### src/rtl/instruction_prefetch_queue.sv
// Instruction prefetch queue: a single-outstanding fetch engine that fills a
// small FIFO of {pc, word} entries and presents the head instruction decoded.
module instruction_prefetch_queue #(
    parameter logic [31:0] RESET_PC = 32'h0000_0000,
    parameter int          DEPTH    = 4
) (
    input  logic                         clk,
    input  logic                         reset,
    output logic                         mem_req,
    output logic [31:0]                  mem_addr,
    input  logic                         mem_ack,
    input  logic [31:0]                  mem_rdata,
    input  logic                         redirect,
    input  logic [31:0]                  redirect_pc,
    input  logic                         IRWrite,
    output logic                         instr_valid,
    output logic [31:0]                  OldPC,
    output logic [31:0]                  Instruction,
    output logic [6:0]                   Instruction_op,
    output logic [4:0]                   Instruction_rd,
    output logic [2:0]                   Instruction_func3,
    output logic [4:0]                   Instruction_rs1,
    output logic [4:0]                   Instruction_rs2,
    output logic [6:0]                   Instruction_func7,
    output logic [24:0]                  Instruction_extend,
    output logic [$clog2(DEPTH+1)-1:0]   count
);

    localparam int            CW      = $clog2(DEPTH + 1);
    localparam int            PW      = $clog2(DEPTH);
    localparam logic [CW:0]   DEPTH_W = (CW + 1)'(DEPTH);

    typedef enum logic [1:0] {
        IDLE  = 2'd0,
        REQ   = 2'd1,
        DRAIN = 2'd2
    } state_t;

    state_t         state_q, state_d;
    logic [31:0]    fetch_pc_q, fetch_pc_d;
    logic [31:0]    mem_addr_q, mem_addr_d;
    logic           mem_req_q, mem_req_d;
    logic [CW-1:0]  count_q, count_d;
    logic [PW-1:0]  rd_ptr_q, rd_ptr_d;
    logic [PW-1:0]  wr_ptr_q, wr_ptr_d;
    logic [31:0]    pc_mem_q   [DEPTH];
    logic [31:0]    word_mem_q [DEPTH];

    logic           pop;
    logic           push;
    logic           space;
    logic           space_after_push;
    logic [CW:0]    occ_after_pop;
    logic [31:0]    head_pc;
    logic [31:0]    head_word;

    assign instr_valid = (count_q != '0);

    // Space is judged on occupancy net of this cycle's pop, so a full queue
    // being drained can launch the next fetch without a bubble.
    always_comb begin
        pop              = IRWrite && instr_valid && !redirect;
        push             = (state_q == REQ) && mem_ack && !redirect;
        occ_after_pop    = {1'b0, count_q} - {{CW{1'b0}}, pop};
        space            = occ_after_pop < DEPTH_W;
        space_after_push = (occ_after_pop + (CW + 1)'(1)) < DEPTH_W;
    end

    always_comb begin
        state_d    = state_q;
        fetch_pc_d = fetch_pc_q;
        mem_addr_d = mem_addr_q;
        unique case (state_q)
            IDLE: begin
                if (redirect) begin
                    fetch_pc_d = redirect_pc;
                end else if (space) begin
                    state_d    = REQ;
                    mem_addr_d = fetch_pc_q;
                end
            end
            REQ: begin
                if (redirect) begin
                    fetch_pc_d = redirect_pc;
                    state_d    = mem_ack ? IDLE : DRAIN;
                end else if (mem_ack) begin
                    fetch_pc_d = mem_addr_q + 32'd4;
                    if (space_after_push) begin
                        mem_addr_d = mem_addr_q + 32'd4;
                    end else begin
                        state_d = IDLE;
                    end
                end
            end
            DRAIN: begin
                // The stale request must complete before a new one may issue.
                if (redirect) begin
                    fetch_pc_d = redirect_pc;
                end
                if (mem_ack) begin
                    state_d = IDLE;
                end
            end
            default: state_d = IDLE;
        endcase
        mem_req_d = (state_d != IDLE);
    end

    always_comb begin
        rd_ptr_d = rd_ptr_q;
        wr_ptr_d = wr_ptr_q;
        count_d  = count_q;
        if (redirect) begin
            rd_ptr_d = '0;
            wr_ptr_d = '0;
            count_d  = '0;
        end else begin
            if (pop) begin
                rd_ptr_d = rd_ptr_q + PW'(1);
            end
            if (push) begin
                wr_ptr_d = wr_ptr_q + PW'(1);
            end
            count_d = count_q + {{(CW-1){1'b0}}, push} - {{(CW-1){1'b0}}, pop};
        end
    end

    always_ff @(posedge clk or negedge reset) begin
        if (!reset) begin
            state_q    <= IDLE;
            fetch_pc_q <= RESET_PC;
            mem_addr_q <= RESET_PC;
            mem_req_q  <= 1'b0;
            count_q    <= '0;
            rd_ptr_q   <= '0;
            wr_ptr_q   <= '0;
        end else begin
            state_q    <= state_d;
            fetch_pc_q <= fetch_pc_d;
            mem_addr_q <= mem_addr_d;
            mem_req_q  <= mem_req_d;
            count_q    <= count_d;
            rd_ptr_q   <= rd_ptr_d;
            wr_ptr_q   <= wr_ptr_d;
        end
    end

    // Storage needs no reset: it is only observable while count is nonzero.
    always_ff @(posedge clk) begin
        if (push) begin
            pc_mem_q[wr_ptr_q]   <= mem_addr_q;
            word_mem_q[wr_ptr_q] <= mem_rdata;
        end
    end

    always_comb begin
        head_pc   = '0;
        head_word = '0;
        if (instr_valid) begin
            head_pc   = pc_mem_q[rd_ptr_q];
            head_word = word_mem_q[rd_ptr_q];
        end
    end

    assign mem_req            = mem_req_q;
    assign mem_addr           = mem_addr_q;
    assign count              = count_q;
    assign OldPC              = head_pc;
    assign Instruction        = head_word;
    assign Instruction_op     = head_word[6:0];
    assign Instruction_rd     = head_word[11:7];
    assign Instruction_func3  = head_word[14:12];
    assign Instruction_rs1    = head_word[19:15];
    assign Instruction_rs2    = head_word[24:20];
    assign Instruction_func7  = head_word[31:25];
    assign Instruction_extend = head_word[31:7];

endmodule

### config.mk
export PLATFORM = sky130hd
export DESIGN_NAME = instruction_prefetch_queue
export DESIGN_NICKNAME = d
export VERILOG_FILES = /design/src/rtl/instruction_prefetch_queue.sv
export SDC_FILE = /design/constraint.sdc
export NUM_CORES = 1
export LEC_CHECK = 0
export ABC_AREA = 1
export CAP_MARGIN = 5
export CELL_PAD_IN_SITES_DETAIL_PLACEMENT = 1
export CELL_PAD_IN_SITES_GLOBAL_PLACEMENT = 2
export CORE_MARGIN = 1
export CORE_UTILIZATION = 37
export CTS_CLUSTER_DIAMETER = 100
export DETAILED_ROUTE_END_ITERATION = 8
export PLACE_DENSITY = 0.95
export SKIP_CTS_REPAIR_TIMING = 1
export SYNTH_ARGS = -nofsm -noshare
export SYNTH_HDL_FRONTEND = slang
export SYNTH_SLANG_ARGS = --single-unit
### constraint.sdc
create_clock -name clk -period 9.7 [get_ports clk]
set_input_delay 1.94 -clock clk [delete_from_list [all_inputs] [get_ports clk]]
set_output_delay 1.94 -clock clk [all_outputs]
set_load 0.005 [all_outputs]
==> results.sh <==
export IMPL_final_cell_mix="389 x nor2_1, 256 x edfxtp_1, 225 x clkdlybuf4s50_1"
export IMPL_cts_buffers=37
export IMPL_area_growth_pct=23.27
export IMPL_synth_seq_area_share=0.6416
export IMPL_hold_viol_final=0
export IMPL_io_buffers=226
export IMPL_min_path_cells=2
export IMPL_power_internal_w=0.003428
export IMPL_cts_sinks=330
export IMPL_fin_skew_ns=0.01510
export IMPL_syn_cell_area_um2=14870
export IMPL_grt_util_all_layers=0.2042
export IMPL_crit_fanout=92
export IMPL_synth_edf_count=256
export IMPL_drt_pre_antenna_iters=5
export IMPL_rows=73
export IMPL_status="finished clean"
export IMPL_clock_latency_ns=0.52
export IMPL_place_gp_congestion=0.8188
export IMPL_startpoint_type="flip-flop"
export IMPL_core_um2=39640
export IMPL_ys_seq_elements=330
export IMPL_ios=227
export IMPL_nets=1729
export IMPL_die_y_um=202.5
export IMPL_grt_max_degree=93
export IMPL_ctsLongestPathBuffers=3
export IMPL_start_util=0.3751
export IMPL_ff2ff_path_depth=12
export IMPL_stdcell_area_um2=18330
export IMPL_n_fill_cell=4450
export IMPL_end_kind="output port"
export IMPL_p_comb_frac=0.344
export IMPL_seq_power_share=0.398
export IMPL_vias=11260
export IMPL_slew_headroom=0.2564
export IMPL_setup_viol=0
export IMPL_cts_tree="yes"
export IMPL_ir_drop_v=0.0001332
export IMPL_first_global_vias=11830
export IMPL_synth_ff_type="edfxtp_1"
export IMPL_post_route_util=0.4623
export IMPL_drc=0
export IMPL_via_per_inst=5.107
export IMPL_period_minus_slack_ns=5.700
export IMPL_syn_num_nets=1583
export IMPL_maxSlewViolCount=0
export IMPL_final_setup_tns_ns=0
export IMPL_dr_first_iter_drc_count=507
export IMPL_totalWireLength_mm=41.73
export IMPL_critPathKind="reg2out"
export IMPL_post_route_cells_drive_above_1_share=0.05423
export IMPL_post_drt_wl_per_cell_um=18.93
export IMPL_cts_root_buf="clkbuf_16"
export IMPL_layout_commonest_cell="nor2_1"
export IMPL_path_clk_slew_ns=0.06
export IMPL_grt_pass1_wl_mm=64.98
export IMPL_syn_avg_cell_area_um2=9.892
export IMPL_synthCells=1503
export IMPL_cp_required_ns=7.76
export IMPL_hpwl_mm=26.52
export IMPL_yosys_warnings=0
export IMPL_ys_async_sr_fraction=0.2242
export IMPL_p_leak_nw=6.648
export IMPL_synth_top_area_cell="edfxtp_1"
export IMPL_h_tree_depth=2
export IMPL_synth_top_area_share=0.5170
export IMPL_powerDensity_nw_per_um2=287.1
export IMPL_antenna_found_initial=1
export IMPL_place_area_um2=17140
export IMPL_synth_cell_types=30
export IMPL_p_clk_frac=0.258
export IMPL_grt_overflow=0
export IMPL_die_area_um2=40990
export IMPL_swShare=0.3486
export IMPL_period_share=0.5876
export IMPL_drv_cap=0
export IMPL_power_switching_w=0.001834
export IMPL_die_width_um=202.5
export IMPL_rsz0062_at_grt="false"
export IMPL_fmax_ghz=0.1754
export IMPL_hold_class="reg2reg"
export IMPL_worstMarginPinSlew_ns=1.113
export IMPL_netlist_top_cells_area="edfxtp_1 52%, dfrtp_1 12%, nor2_1 9.9%"
export IMPL_antenna_left=0
export IMPL_cp_arrival_ns=3.76
==> metal layers <==
layer	track usage	part of all wire	wire (µm)	vias to the layer above
li1	-	-	-	5284
met1	0.2582	0.44	18200	5611
met2	0.3595	0.49	20600	284
met3	0.02825	0.042	1771	76
met4	0.06660	0.028	1165	0
met5	0	0	0	-
==> state kept, by name (all words and copies together), names as in the netlist <==
| register | count |
|---|---|
| rd_ptr_q | 2 |
| mem_addr | 32 |
| wr_ptr_q | 2 |
| fetch_pc_q | 32 |
| state_q | 2 |
| count | 3 |
| word_mem_q | 128 |
| pc_mem_q | 128 |
| mem_req | 1 |
==> kinds of logic after synthesis <==
kind of cell / after synthesis / synth area share
xor gates and xnor gates: 9 / 0.005302
AOI/OAI and AO/OA: 266 / 0.09114
adders and majority gates: 11 / 0.009762
and+or+nand+nor: 690 / 0.1836
buffers and inverters: 197 / 0.06859
DFF: 330 / 0.6416
==> power by group through the flow <==
stage               logic [W]  clock network (W)  registers, W
floorplan             0.00106                  0       0.00197
global placement      0.00178                  0       0.00211
detailed placement    0.00183                  0       0.00212
CTS                   0.00185            0.00139       0.00209
global route          0.00201            0.00143       0.00213
finish                0.00181            0.00136       0.00209
==> worst paths after layout <==
path,startpoint,end,slack (ns)
max,rd_ptr_q[0],Instruction_rd[0],4.00
min,fetch_pc_q[31],fetch_pc_q[31],0.48
max reg2reg,count[0],mem_addr[6],5.49
min reg2reg,fetch_pc_q[31],fetch_pc_q[31],0.48
max in group asynchronous,reset,rd_ptr_q[0],7.09
min in group asynchronous,reset,fetch_pc_q[23],1.37
==> synthesized netlist by cell type (2+ instances only) <==
library cell,n
o22ai_1,4
xor2_1,6
clkbuf_1,23
ha_1,10
inv_2,5
a31oi_1,5
buf_1,13
a21oi_1,85
nand3_1,62
o21ai_1,23
dfrtp_1,74
nand2_2,2
o21ai_0,146
nor2_4,3
buf_4,62
xnor2_1,3
nand2_1,217
nand4_1,5
nor2_1,393
inv_1,61
nor2_2,6
edfxtp_1,256
buf_2,32
==> area by class of cell <==
class	instances	area, µm²	area share
inverter	66	249.0	0.01359
antenna	1	2.502	0.0001365
clock buffer	48	1030	0.05619
clock inverter	20	153.9	0.008397
sequential	330	9544	0.5208
tap	525	656.9	0.03584
timing repair buffer	238	2347	0.1281
multi-input combinational	976	4344	0.2370
==> per-stage QoR <==
stage / total power, W / instances / worst slack (ns) / hold slack, ns
detailed placement: 0.003948 / 2135 / 4.266 / 0.4656
finish: 0.005262 / 2204 / 4.000 / 0.4787
CTS: 0.005329 / 2203 / 3.916 / 0.4828
floorplan: 0.003033 / 1503 / 4.153 / 0.4495
global route: 0.005570 / 2203 / 3.761 / 0.4948
global placement: 0.003883 / 2135 / 4.393 / 0.4622
==> worst max-delay path: stages, from the launching register on <==
cell and delay [ns]:
dfrtp_4 0.71, clkinv_2 0.46, buf_4 0.73, o21ai_0 0.27
a21oi_1 0.34, clkdlybuf4s50_1 0.58
No activity file was read; power rests on OpenSTA's default activity.
